## config.mk

```make
export PLATFORM = sky130hd
export DESIGN_NAME = mem_ctrl
export DESIGN_NICKNAME = d
export VERILOG_FILES = /design/src/rtl/mem_ctrl.sv
export SDC_FILE = /design/constraint.sdc
export NUM_CORES = 1
export LEC_CHECK = 0
export ABC_AREA = 0
export BUFFER_PORTS_ARGS = -buffer_cell sky130_fd_sc_hd__buf_2
export CORE_MARGIN = 4
export CORE_UTILIZATION = 45
export CTS_CLUSTER_SIZE = 20
export DETAILED_ROUTE_END_ITERATION = 7
export PLACE_DENSITY = 0.76
export SLEW_MARGIN = 20
export SYNTH_ARGS = -nofsm -noshare
export SYNTH_HDL_FRONTEND = slang
export SYNTH_SLANG_ARGS = --single-unit
```

## constraint.sdc

```tcl
create_clock -name clk -period 3.1 [get_ports clk]
set_input_delay 0.155 -clock clk [delete_from_list [all_inputs] [get_ports clk]]
set_output_delay 0.155 -clock clk [all_outputs]
set_load 0.03 [all_outputs]
```

## src/rtl/mem_ctrl.sv

```systemverilog
// mem_ctrl: bridges the CPU single-cycle-strobe memory port to an asynchronous
// 16-bit SRAM, stretching each access by WAIT_STATES extra cycles.
module mem_ctrl #(
  parameter int unsigned WAIT_STATES = 2,
  parameter int unsigned ADDR_W      = 16
) (
  input  logic              clk,
  input  logic              rst,
  input  logic              ram_read,
  input  logic              ram_write,
  input  logic [15:0]       addr,
  input  logic [15:0]       wdata,
  output logic [15:0]       mem_data,
  output logic              mem_busy,
  output logic              mem_ready,
  output logic [ADDR_W-1:0] sram_addr,
  output logic [15:0]       sram_dout,
  output logic              sram_dq_oe,
  input  logic [15:0]       sram_din,
  output logic              sram_ce_n,
  output logic              sram_oe_n,
  output logic              sram_we_n
);

  localparam int unsigned DATA_W = 16;
  localparam int unsigned CNT_W  = 4;

  typedef enum logic [1:0] {
    IDLE   = 2'd0,
    SETUP  = 2'd1,
    ACCESS = 2'd2,
    DONE   = 2'd3
  } state_e;

  state_e              state_q, state_d;
  logic [CNT_W-1:0]    wcnt_q, wcnt_d;
  logic                is_wr_q, is_wr_d;
  logic [ADDR_W-1:0]   addr_q, addr_d;
  logic [DATA_W-1:0]   dout_q, dout_d;
  logic [DATA_W-1:0]   rdata_q, rdata_d;
  logic                busy_q, busy_d;
  logic                ready_q, ready_d;
  logic                ce_n_q, ce_n_d;
  logic                oe_n_q, oe_n_d;
  logic                we_n_q, we_n_d;
  logic                dq_oe_q, dq_oe_d;
  logic                active_d;

  // Next state, latches, and strobes decoded from the state being entered so
  // every output comes straight from a flop.
  always_comb begin
    state_d = state_q;
    wcnt_d  = wcnt_q;
    is_wr_d = is_wr_q;
    addr_d  = addr_q;
    dout_d  = dout_q;
    rdata_d = rdata_q;

    case (state_q)
      IDLE: begin
        if (ram_write || ram_read) begin
          addr_d  = addr[ADDR_W-1:0];
          dout_d  = wdata;
          is_wr_d = ram_write;
          state_d = SETUP;
        end
      end
      SETUP: begin
        wcnt_d  = CNT_W'(WAIT_STATES);
        state_d = ACCESS;
      end
      ACCESS: begin
        if (wcnt_q == '0) begin
          state_d = DONE;
          if (!is_wr_q) rdata_d = sram_din;
        end else begin
          wcnt_d = wcnt_q - CNT_W'(1);
        end
      end
      DONE:    state_d = IDLE;
      default: state_d = IDLE;
    endcase

    active_d = (state_d == SETUP) || (state_d == ACCESS);
    busy_d   = active_d;
    ready_d  = (state_d == DONE);
    ce_n_d   = !active_d;
    oe_n_d   = !((state_d == ACCESS) && !is_wr_d);
    we_n_d   = !((state_d == ACCESS) && is_wr_d);
    dq_oe_d  = active_d && is_wr_d;
  end

  always_ff @(posedge clk or negedge rst) begin
    if (!rst) begin
      state_q <= IDLE;
      wcnt_q  <= '0;
      is_wr_q <= 1'b0;
      addr_q  <= '0;
      dout_q  <= '0;
      rdata_q <= '0;
      busy_q  <= 1'b0;
      ready_q <= 1'b0;
      ce_n_q  <= 1'b1;
      oe_n_q  <= 1'b1;
      we_n_q  <= 1'b1;
      dq_oe_q <= 1'b0;
    end else begin
      state_q <= state_d;
      wcnt_q  <= wcnt_d;
      is_wr_q <= is_wr_d;
      addr_q  <= addr_d;
      dout_q  <= dout_d;
      rdata_q <= rdata_d;
      busy_q  <= busy_d;
      ready_q <= ready_d;
      ce_n_q  <= ce_n_d;
      oe_n_q  <= oe_n_d;
      we_n_q  <= we_n_d;
      dq_oe_q <= dq_oe_d;
    end
  end

  assign mem_data   = rdata_q;
  assign mem_busy   = busy_q;
  assign mem_ready  = ready_q;
  assign sram_addr  = addr_q;
  assign sram_dout  = dout_q;
  assign sram_dq_oe = dq_oe_q;
  assign sram_ce_n  = ce_n_q;
  assign sram_oe_n  = oe_n_q;
  assign sram_we_n  = we_n_q;

endmodule

```

==> results.cfg, run 1 <==
[clocking]
clock_latency_ns = 0.32
cts_max_path_buffers = 2
htreeDepth = 3
cts_tree = built
cts_buffers = 9
cts_sinks = 61
cts.clk_slew.worst_paths_ns = 0.07
clockRootBuffer = clkbuf_8

[placed_design]
placed_area_um2 = 3050
dp_hpwl_um = 3730
gp_congestion = 0.825
io_buffers = 105

[status]
outcome = finished, final reports clean

[synthesis]
netlist_area_um2 = 2450
avgSynthCellArea_um2 = 15.7
yosys_warnings = 0
yosysUniqueCellTypes = 26
ys_seq_area_share_pct = 62.5
syn_inst = 156
synth-seq-cells = 61
synthesis.nets = 216

[global_routing]
gr-total-overflow = 0
antenna_found_initial = 0
grt_pass1_wl_um = 7600
grt_use_total_pct = 15.3
grt_max_degree = 52
grt_pass1_vias = 1702

[routing]
top_layer_used = met4
drt-total-wl_um = 5060
avgViaCountPerCell = 4.83
met2_length_um = 2450
met3_length_um = 448
drt_iter0_drc = 28
remaining_drc_errors = 0
met1_length_um = 2090
post_drt_wl_per_cell_um = 14.7
num_vias = 1666
ant_nets = 0
firstDrtPassIters = 2

[critical_path]
crit_chain = inv_1 > ha_1 > or3b_2 > nor2_1 > o32a_1 > ha_1 > inv_1 > nor2_1
reg2reg_from = wcnt_q[0]$_DFFE_PN0P_
cp-end-kind = register
r2r_end = sram_dq_oe$_DFF_PN0_
critPathMaxStageDelay_ns = 0.48
arrival_ns = 2.22
critPathMaxFanout = 4
crit_path_start_kind = register
worst-path-buf-inv = 2
rrSetupSlack_ns = 1.08
required_ns = 3.30
path_delay_family = simple AND/OR/NAND/NOR gates
cpMaxStageDelayCell = or3b_2
rr_worst_depth = 8
crit_type = register to register

[job]
maxCapViolations = 0

[timing]
setup_viol = 0
maxSlewHeadroom_pct = 59.0
rsz0062_at_grt = no
fmaxAchievable_mhz = 495
tns_ns = 0
hold_viol_final = 0
post-route-period-util_pct = 65.2
clock_skew_ns = 0.00758
fin_crit_ns = 2.02
final_max_slew_viol_count = 0
worst_pin_slew_ns = 0.615

[die]
io_pins = 106
coreArea_um2 = 5200
die_area_um2 = 6690
initial_utilization_pct = 47.0
num_rows = 26
die_y_um = 81.8
die_x_um = 81.8

[cells_and_area]
drive_gt1_share_pct = 64.0
multi_input_area_um2 = 868
stdcell_area_um2 = 3290
n_fill_cell = 418
final_cell_mix = buf_2, dfrtp_1, mux2_2
nets = 330
num_antenna_cells = 0
regArea_um2 = 1530
mostFrequentLayoutCell = buf_2
syn_to_final_growth_pct = 34.3

[power]
vdd_drop_max_mv = 0.717
leakage_nw = 1.68
power.density_nw_per_um2 = 1290

[worst_hold_path]
min_from = addr[9]
holdPathStages = 2
hold_path_end = sram_addr[9]$_DFFE_PN0P_
hold_path_class = input pin to register
## area by class of cell
cell class                 count  share of cell area, %
sequential                    61                   46.5
multi-input combinational     84                   26.4
timing repair buffer         108                   16.8
clock buffer                  13                   4.83
tap                           70                   2.66
clock inverter                 3                   2.05
inverter                       6                  0.685
## flip-flops by register name, summed over array words and instances (netlist names)
register	count
is_wr_q	1
mem_busy	1
mem_data	16
mem_ready	1
sram_addr	16
sram_ce_n	1
sram_dout	16
sram_dq_oe	1
sram_oe_n	1
sram_we_n	1
state_q	2
wcnt_q	4
## metrics by stage
stage | cells | setup WS (ns) | util (%) | hold slack [ns] | total power, mW
finish | 345 | 1.08 | 63.2 | 0.0550 | 4.23
floorplan | 156 | 1.24 | - | -0.141 | 2.90
CTS | 344 | 1.08 | 62.9 | 0.0366 | 4.28
global placement | 328 | 1.16 | 58.6 | 0.386 | 3.43
detailed placement | 328 | 1.08 | 58.6 | 0.390 | 3.48
global route | 345 | 0.962 | 63.2 | 0.0345 | 4.49
## power by group
group | internal, mW | total (mW) | switching [mW]
clock network | 0.498 | 0.789 | 0.291
logic | 0.783 | 2.04 | 1.26
registers | 1.21 | 1.40 | 0.188
total | 2.49 | 4.23 | 1.74
## metal layers
metal | up-vias | track usage [%]
met4 | 0 | 8.97
met1 | 815 | 18.2
met5 | - | 0
met3 | 8 | 4.50
met2 | 68 | 24.5
li1 | 775 | -
## cell usage after synthesis
cell type  number  area [um2]
or3b_2          1        8.76
nor2b_1         1        6.26
ha_1            8         100
nor2_1          3        11.3
buf_2           4        20.0
buf_6           1        11.3
inv_1           6        22.5
o31ai_1         1        7.51
o21ai_0         4        20.0
o32ai_1         1        8.76
mux2_4         10         150
dfstp_2         3        78.8
nand2_1         3        11.3
nand3b_4        1        20.0
o21ai_1         1        5.00
nand3_1         3        15.0
a21oi_1         1        5.00
o21a_1          2        15.0
mux2_2         38         428
nand2b_1        1        6.26
o32a_1          1        10.0
dfrtp_1        58        1450
nor3b_2         1        12.5
or4_1           1        7.51
a22o_1          1        8.76
a22oi_1         1        7.51
## cells by family (layout without fill, tap and decap cells)
| family | after synthesis | in the layout | synth area share, % |
|---|---|---|---|
| buffers and inverters | 11 | 130 | 2.20 |
| AND/OR/NAND/NOR | 15 | 15 | 4.04 |
| multiplexers | 48 | 48 | 23.6 |
| adder cells (fa/ha/maj) | 8 | 8 | 4.09 |
| flip-flops | 61 | 61 | 62.5 |
| AO/OA/AOI/OAI | 13 | 13 | 3.58 |
## worst max path at each step
stage	slack [ns]	to	startpoint	cells past startpoint
after CTS	1.08	sram_dq_oe$_DFF_PN0_	wcnt_q[0]$_DFFE_PN0P_	8
after floorplan	1.24	sram_dq_oe$_DFF_PN0_	wcnt_q[0]$_DFFE_PN0P_	8
after detailed placement	1.08	sram_dq_oe$_DFF_PN0_	wcnt_q[0]$_DFFE_PN0P_	8
after global placement	1.16	sram_dq_oe$_DFF_PN0_	wcnt_q[0]$_DFFE_PN0P_	8
after global routing	0.96	sram_dq_oe$_DFF_PN0_	wcnt_q[0]$_DFFE_PN0P_	8
final	1.08	sram_dq_oe$_DFF_PN0_	wcnt_q[0]$_DFFE_PN0P_	8
## what timing repair did
item                      4_1_cts  5_1_grt
hold endpoints to repair        0       47
gates resized for setup         0        0
setup buffers                   0        0
hold buffers                    0        1
(Power assumes the default switching activity.)
==> run 2, diff against run 1 <==
==> constraint.sdc (replaced) <==
create_clock -name clk -period 2.1 [get_ports clk]
set_input_delay 0.105 -clock clk [delete_from_list [all_inputs] [get_ports clk]]
set_output_delay 0.105 -clock clk [all_outputs]
set_load 0.03 [all_outputs]
==> run 2 against run 1 <==
  * Core utilization increased by 6.9 points
  * Clock-buffer cell count decreased by 1
  * Setup slack got worse by 0.87 ns
  * Critical endpoint unchanged
==> results.cfg, run 2 (synthesized netlist as in run 1, its figures left out) <==
[power]
vdd_drop_max_mv = 1.04
intPower_mw = 3.60
p_total_mw = 6.24
power_frac_seq_pct = 33.4
p_sw_mw = 2.64
combPwrFrac_pct = 50.4
power.density_nw_per_um2 = 1710
p_sw_share_pct = 42.3
power_frac_clock_pct = 16.2
leakage_nw = 1.82

[critical_path]
arrival_ns = 2.10
required_ns = 2.31
cp_common_cell = inv_1
worst-path-buf-inv = 2
critPathMaxStageDelay_ns = 0.40
crit_chain = inv_1 > ha_2 > or3b_4 > nor2_2 > o32a_1 > ha_1 > inv_1 > nor2_1
crit_path_start_kind = register
crit_type = register to register
cp-end-kind = register
cpMaxStageDelayCell = dfrtp_1
path_delay_family = simple AND/OR/NAND/NOR gates
critPathMaxFanout = 4

[cells_and_area]
fin_cells = 381
n_fill_cell = 372
nets = 366
multi_input_area_um2 = 876
syn_to_final_growth_pct = 48.9
final_cell_mix = buf_2, dfrtp_1, mux2_2
regArea_um2 = 1530
final_util_pct = 70.0
stdcell_area_um2 = 3640
drive_gt1_share_pct = 57.6
mostFrequentLayoutCell = buf_2
num_antenna_cells = 0

[global_routing]
antenna_found_initial = 0
grt_pass1_wl_um = 8090
grt_pass1_vias = 1795
gr-total-overflow = 0
grt_use_total_pct = 16.5
grt_max_degree = 38

[placed_design]
placed_area_um2 = 3070
io_buffers = 105
dp_cells = 328
dp_hpwl_um = 3790
dpl_worst_slack_ns = 0.0816
gp_congestion = 0.840

[timing]
setup_viol = 0
hold_viol_final = 0
worst_pin_slew_ns = 0.558
fmaxAchievable_mhz = 529
post-route-period-util_pct = 90.1
final_max_slew_viol_count = 0
fin_ws_ns = 0.208
fin_crit_ns = 1.89
maxSlewHeadroom_pct = 62.8
tns_ns = 0
clock_skew_ns = 0.00497
hold_ws_ns = 0.00758
rsz0062_at_grt = no

[clocking]
htreeDepth = 3
cts.clk_slew.worst_paths_ns = 0.07
cts_sinks = 61
postCtsSetupBuffers = 0
cts_buffers = 9
clockRootBuffer = clkbuf_8
cts_max_path_buffers = 2
cts_tree = built
clock_latency_ns = 0.33

[worst_hold_path]
hold_path_class = input pin to register

[die]
io_pins = 106
die_x_um = 81.8
initial_utilization_pct = 47.0
coreArea_um2 = 5200
die_y_um = 81.8
die_area_um2 = 6690
num_rows = 26

[status]
outcome = finished, final reports clean

[routing]
firstDrtPassIters = 4
remaining_drc_errors = 0
num_vias = 1788
ant_nets = 0
drt_iter0_drc = 50
post_drt_wl_per_cell_um = 15.4
drt-total-wl_um = 5860
avgViaCountPerCell = 4.69

[job]
maxCapViolations = 0
## run 2: power by group through the flow
stage / sequential, mW / clock, mW / combinational [mW]
final: 2.08 / 1.01 / 3.15
after global routing: 2.14 / 1.12 / 3.37
after CTS: 2.07 / 1.04 / 3.14
after detailed placement: 2.08 / 0 / 3.09
after global placement: 2.05 / 0 / 3.04
after floorplan: 3.13 / 0 / 1.15
## run 2: layer usage
layer,part of all wire (%),GRT usage (%),vias to the layer above
met5,0,0,-
met4,2.0,9.14,0
met3,8.1,5.92,12
met2,49,26.7,76
met1,40,19.0,848
li1,-,-,852
## run 2: cell type report
class | instances | share of cell area (%)
Tap cell | 70 | 2.40
Sequential cell | 61 | 42.0
Clock inverter | 4 | 1.30
Timing Repair Buffer | 144 | 25.7
Clock buffer | 12 | 3.98
Inverter | 6 | 0.618
Multi-Input combinational cell | 84 | 24.0
## run 2: worst paths after layout
check	startpoint	to	slack [ns]	depth (start not counted)
worst max-delay path	wcnt_q[1]$_DFFE_PN0P_	sram_dq_oe$_DFF_PN0_	0.21	8
min in group asynchronous	rst	sram_addr[10]$_DFFE_PN0P_	0.30	2
worst max register to register	wcnt_q[1]$_DFFE_PN0P_	sram_dq_oe$_DFF_PN0_	0.21	8
max in group asynchronous	rst	sram_oe_n$_DFF_PN1_	1.15	3
worst min register to register	sram_addr[14]$_DFFE_PN0P_	sram_addr[14]$_DFFE_PN0P_	0.50	1
worst min-delay path	addr[7]	sram_addr[7]$_DFFE_PN0P_	0.008	2
## run 2: worst reg2reg max path: stages (launching register included)
cell and delay, ns:
dfrtp_1 0.40, inv_1 0.10, ha_2 0.20, or3b_4 0.40
nor2_2 0.12, o32a_1 0.19, ha_1 0.24, inv_1 0.07
nor2_1 0.04
## run 2: timing repair
item,CTS,global route
hold endpoints to repair,52,8
endpoints found under the setup margin,0,1
gates resized for setup,0,4
hold buffers,29,8
==> run 3, diff against run 2 <==
--- a/config.mk
+++ b/config.mk
@@ -8,10 +8,11 @@
 export ABC_AREA = 0
 export BUFFER_PORTS_ARGS = -buffer_cell sky130_fd_sc_hd__buf_2
 export CORE_MARGIN = 4
-export CORE_UTILIZATION = 45
+export CORE_UTILIZATION = 25
 export CTS_CLUSTER_SIZE = 20
 export DETAILED_ROUTE_END_ITERATION = 7
-export PLACE_DENSITY = 0.76
+export GPL_TIMING_DRIVEN = 0
+export PLACE_DENSITY = 0.53
 export SLEW_MARGIN = 20
 export SYNTH_ARGS = -nofsm -noshare
 export SYNTH_HDL_FRONTEND = slang
==> run 3 against run 2 <==
  * Global-route usage fell by 5.6 points
  * Maximum frequency grew 1.6%
  * Critical path type unchanged
  * Non-clock buffer count rose by 16
  * Critical endpoint unchanged
  * First-iteration DRC count did not move
  * Highest routed layer unchanged
  * Cell count grew 20%
  * Combinational power about the same
  * Sequential cell count is the same
  * Die area up 71%
==> results.cfg, run 3 (synthesized netlist as in run 1, its figures left out) <==
[status]
outcome = finished, final reports clean

[power]
power_frac_clock_pct = 16.5
combPwrFrac_pct = 50.2
power.density_nw_per_um2 = 1610
p_sw_share_pct = 42.1
p_total_mw = 6.21
intPower_mw = 3.60
leakage_nw = 1.88
power_frac_seq_pct = 33.3
vdd_drop_max_mv = 0.665
p_sw_mw = 2.61

[clocking]
cts_tree = built
htreeDepth = 3
clock_latency_ns = 0.34
cts_sinks = 61
cts_buffers = 9
cts_max_path_buffers = 2
cts.clk_slew.worst_paths_ns = 0.07
postCtsSetupBuffers = 0
clockRootBuffer = clkbuf_8

[cells_and_area]
regArea_um2 = 1530
num_antenna_cells = 0
drive_gt1_share_pct = 55.7
final_cell_mix = buf_2, dfrtp_1, dlygate4sd3_1
n_fill_cell = 924
multi_input_area_um2 = 872
nets = 382
mostFrequentLayoutCell = buf_2
syn_to_final_growth_pct = 57.2

[die]
die_x_um = 107
die_y_um = 107
coreArea_um2 = 9370
io_pins = 106
num_rows = 35
initial_utilization_pct = 26.1
die_area_um2 = 11400

[routing]
ant_nets = 0
avgViaCountPerCell = 4.04
drt_iter0_drc = 50
remaining_drc_errors = 0
post_drt_wl_per_cell_um = 12.7
firstDrtPassIters = 4
num_vias = 1840
drt-total-wl_um = 5810

[placed_design]
gp_congestion = 0.659
io_buffers = 105
dpl_worst_slack_ns = 0.0598
dp_hpwl_um = 4040

[critical_path]
crit_path_start_kind = register
arrival_ns = 2.07
cp-end-kind = register
critPathMaxFanout = 4
crit_type = register to register
required_ns = 2.31

[global_routing]
antenna_found_initial = 0
grt_pass1_wl_um = 9880
grt_max_degree = 32
grt_use_total_pct = 10.9
grt_pass1_vias = 2049
gr-total-overflow = 0

[timing]
post-route-period-util_pct = 88.7
worst_pin_slew_ns = 0.441
rsz0062_at_grt = no
setup_viol = 0
tns_ns = 0
maxSlewHeadroom_pct = 70.4
fin_crit_ns = 1.86
clock_skew_ns = 0.0111
final_max_slew_viol_count = 0
hold_viol_final = 0
fin_ws_ns = 0.237
fmaxAchievable_mhz = 537

[worst_hold_path]
hold_path_class = input pin to register

[job]
maxCapViolations = 0
run 3: cell types whose count changed in the layout (fill, tap and decap cells not counted):
| cell | delta |
|---|---|
| buf_4 | +1 |
| buf_12 | -1 |
| buf_2 | +3 |
| o21ai_2 | -1 |
| dlygate4sd3_1 | +12 |
| buf_6 | +1 |
| o21ai_1 | +1 |
run 3: path summary, 6_finish.rpt:
check / start / end / slack [ns] / cells past startpoint
hold / removal: ram_write / sram_oe_n$_DFF_PN1_ / 0.13 / 3
setup reg to reg: wcnt_q[1]$_DFFE_PN0P_ / sram_dq_oe$_DFF_PN0_ / 0.24 / 8
setup / recovery: wcnt_q[1]$_DFFE_PN0P_ / sram_dq_oe$_DFF_PN0_ / 0.24 / 8
max in group asynchronous: rst / sram_addr[5]$_DFFE_PN0P_ / 1.35 / 3
hold reg to reg: sram_addr[14]$_DFFE_PN0P_ / sram_addr[14]$_DFFE_PN0P_ / 0.50 / 1
min in group asynchronous: rst / sram_dout[1]$_DFFE_PN0P_ / 0.24 / 2
run 3: power groups by stage:
stage | Clock [mW] | Combinational (mW) | Sequential (mW)
after CTS | 1.08 | 3.16 | 2.06
after detailed placement | 0 | 3.09 | 2.08
after floorplan | 0 | 1.15 | 3.13
final | 1.03 | 3.12 | 2.07
after global routing | 1.14 | 3.36 | 2.16
after global placement | 0 | 3.05 | 2.06
run 3: metrics by stage:
stage / hold slack, ns / cell area, um2 / instances / utilization, %
2_1_floorplan: -0.191 / 2450 / 156 / -
3_3_place_gp: 0.337 / 3140 / 390 / 33.5
3_5_place_dp: 0.0823 / 3160 / 391 / 33.7
4_1_cts: 0.104 / 3840 / 456 / 41.0
5_1_grt: 0.142 / 3850 / 456 / 41.1
6_report: 0.129 / 3850 / 456 / 41.1
run 3: timing repair:
| action | 4_1_cts | 5_1_grt |
|---|---|---|
| endpoints found under the setup margin | 0 | 2 |
| gates resized for setup | 0 | 4 |
| endpoints found under the hold margin | 75 | 0 |
| hold buffers | 49 | 0 |
run 3: critical path: stages, from the launching register on:
cell     delay (ns)
dfrtp_1        0.41
inv_1          0.09
ha_2           0.20
or3b_4         0.40
nor2_2         0.11
o32a_1         0.17
ha_1           0.25
inv_1          0.08
nor2_1         0.05
run 3: area by class of cell:
cell class / count / area share (%)
Sequential cell: 61 / 39.8
Multi-Input combinational cell: 84 / 22.7
Timing Repair Buffer: 155 / 27.0
Tap cell: 129 / 4.19
Clock buffer: 12 / 3.77
Buffer: 5 / 0.813
Clock inverter: 4 / 1.24
Inverter: 6 / 0.585
run 3: per-layer routing:
layer | wire, um | global-route usage, % | vias up | share of wire [%]
li1 | - | - | 876 | -
met3 | 413 | 4.21 | 14 | 7.1
met4 | 126 | 4.57 | 0 | 2.2
met2 | 2790 | 17.4 | 66 | 48
met1 | 2480 | 13.2 | 884 | 43
met5 | 0 | 0 | - | 0
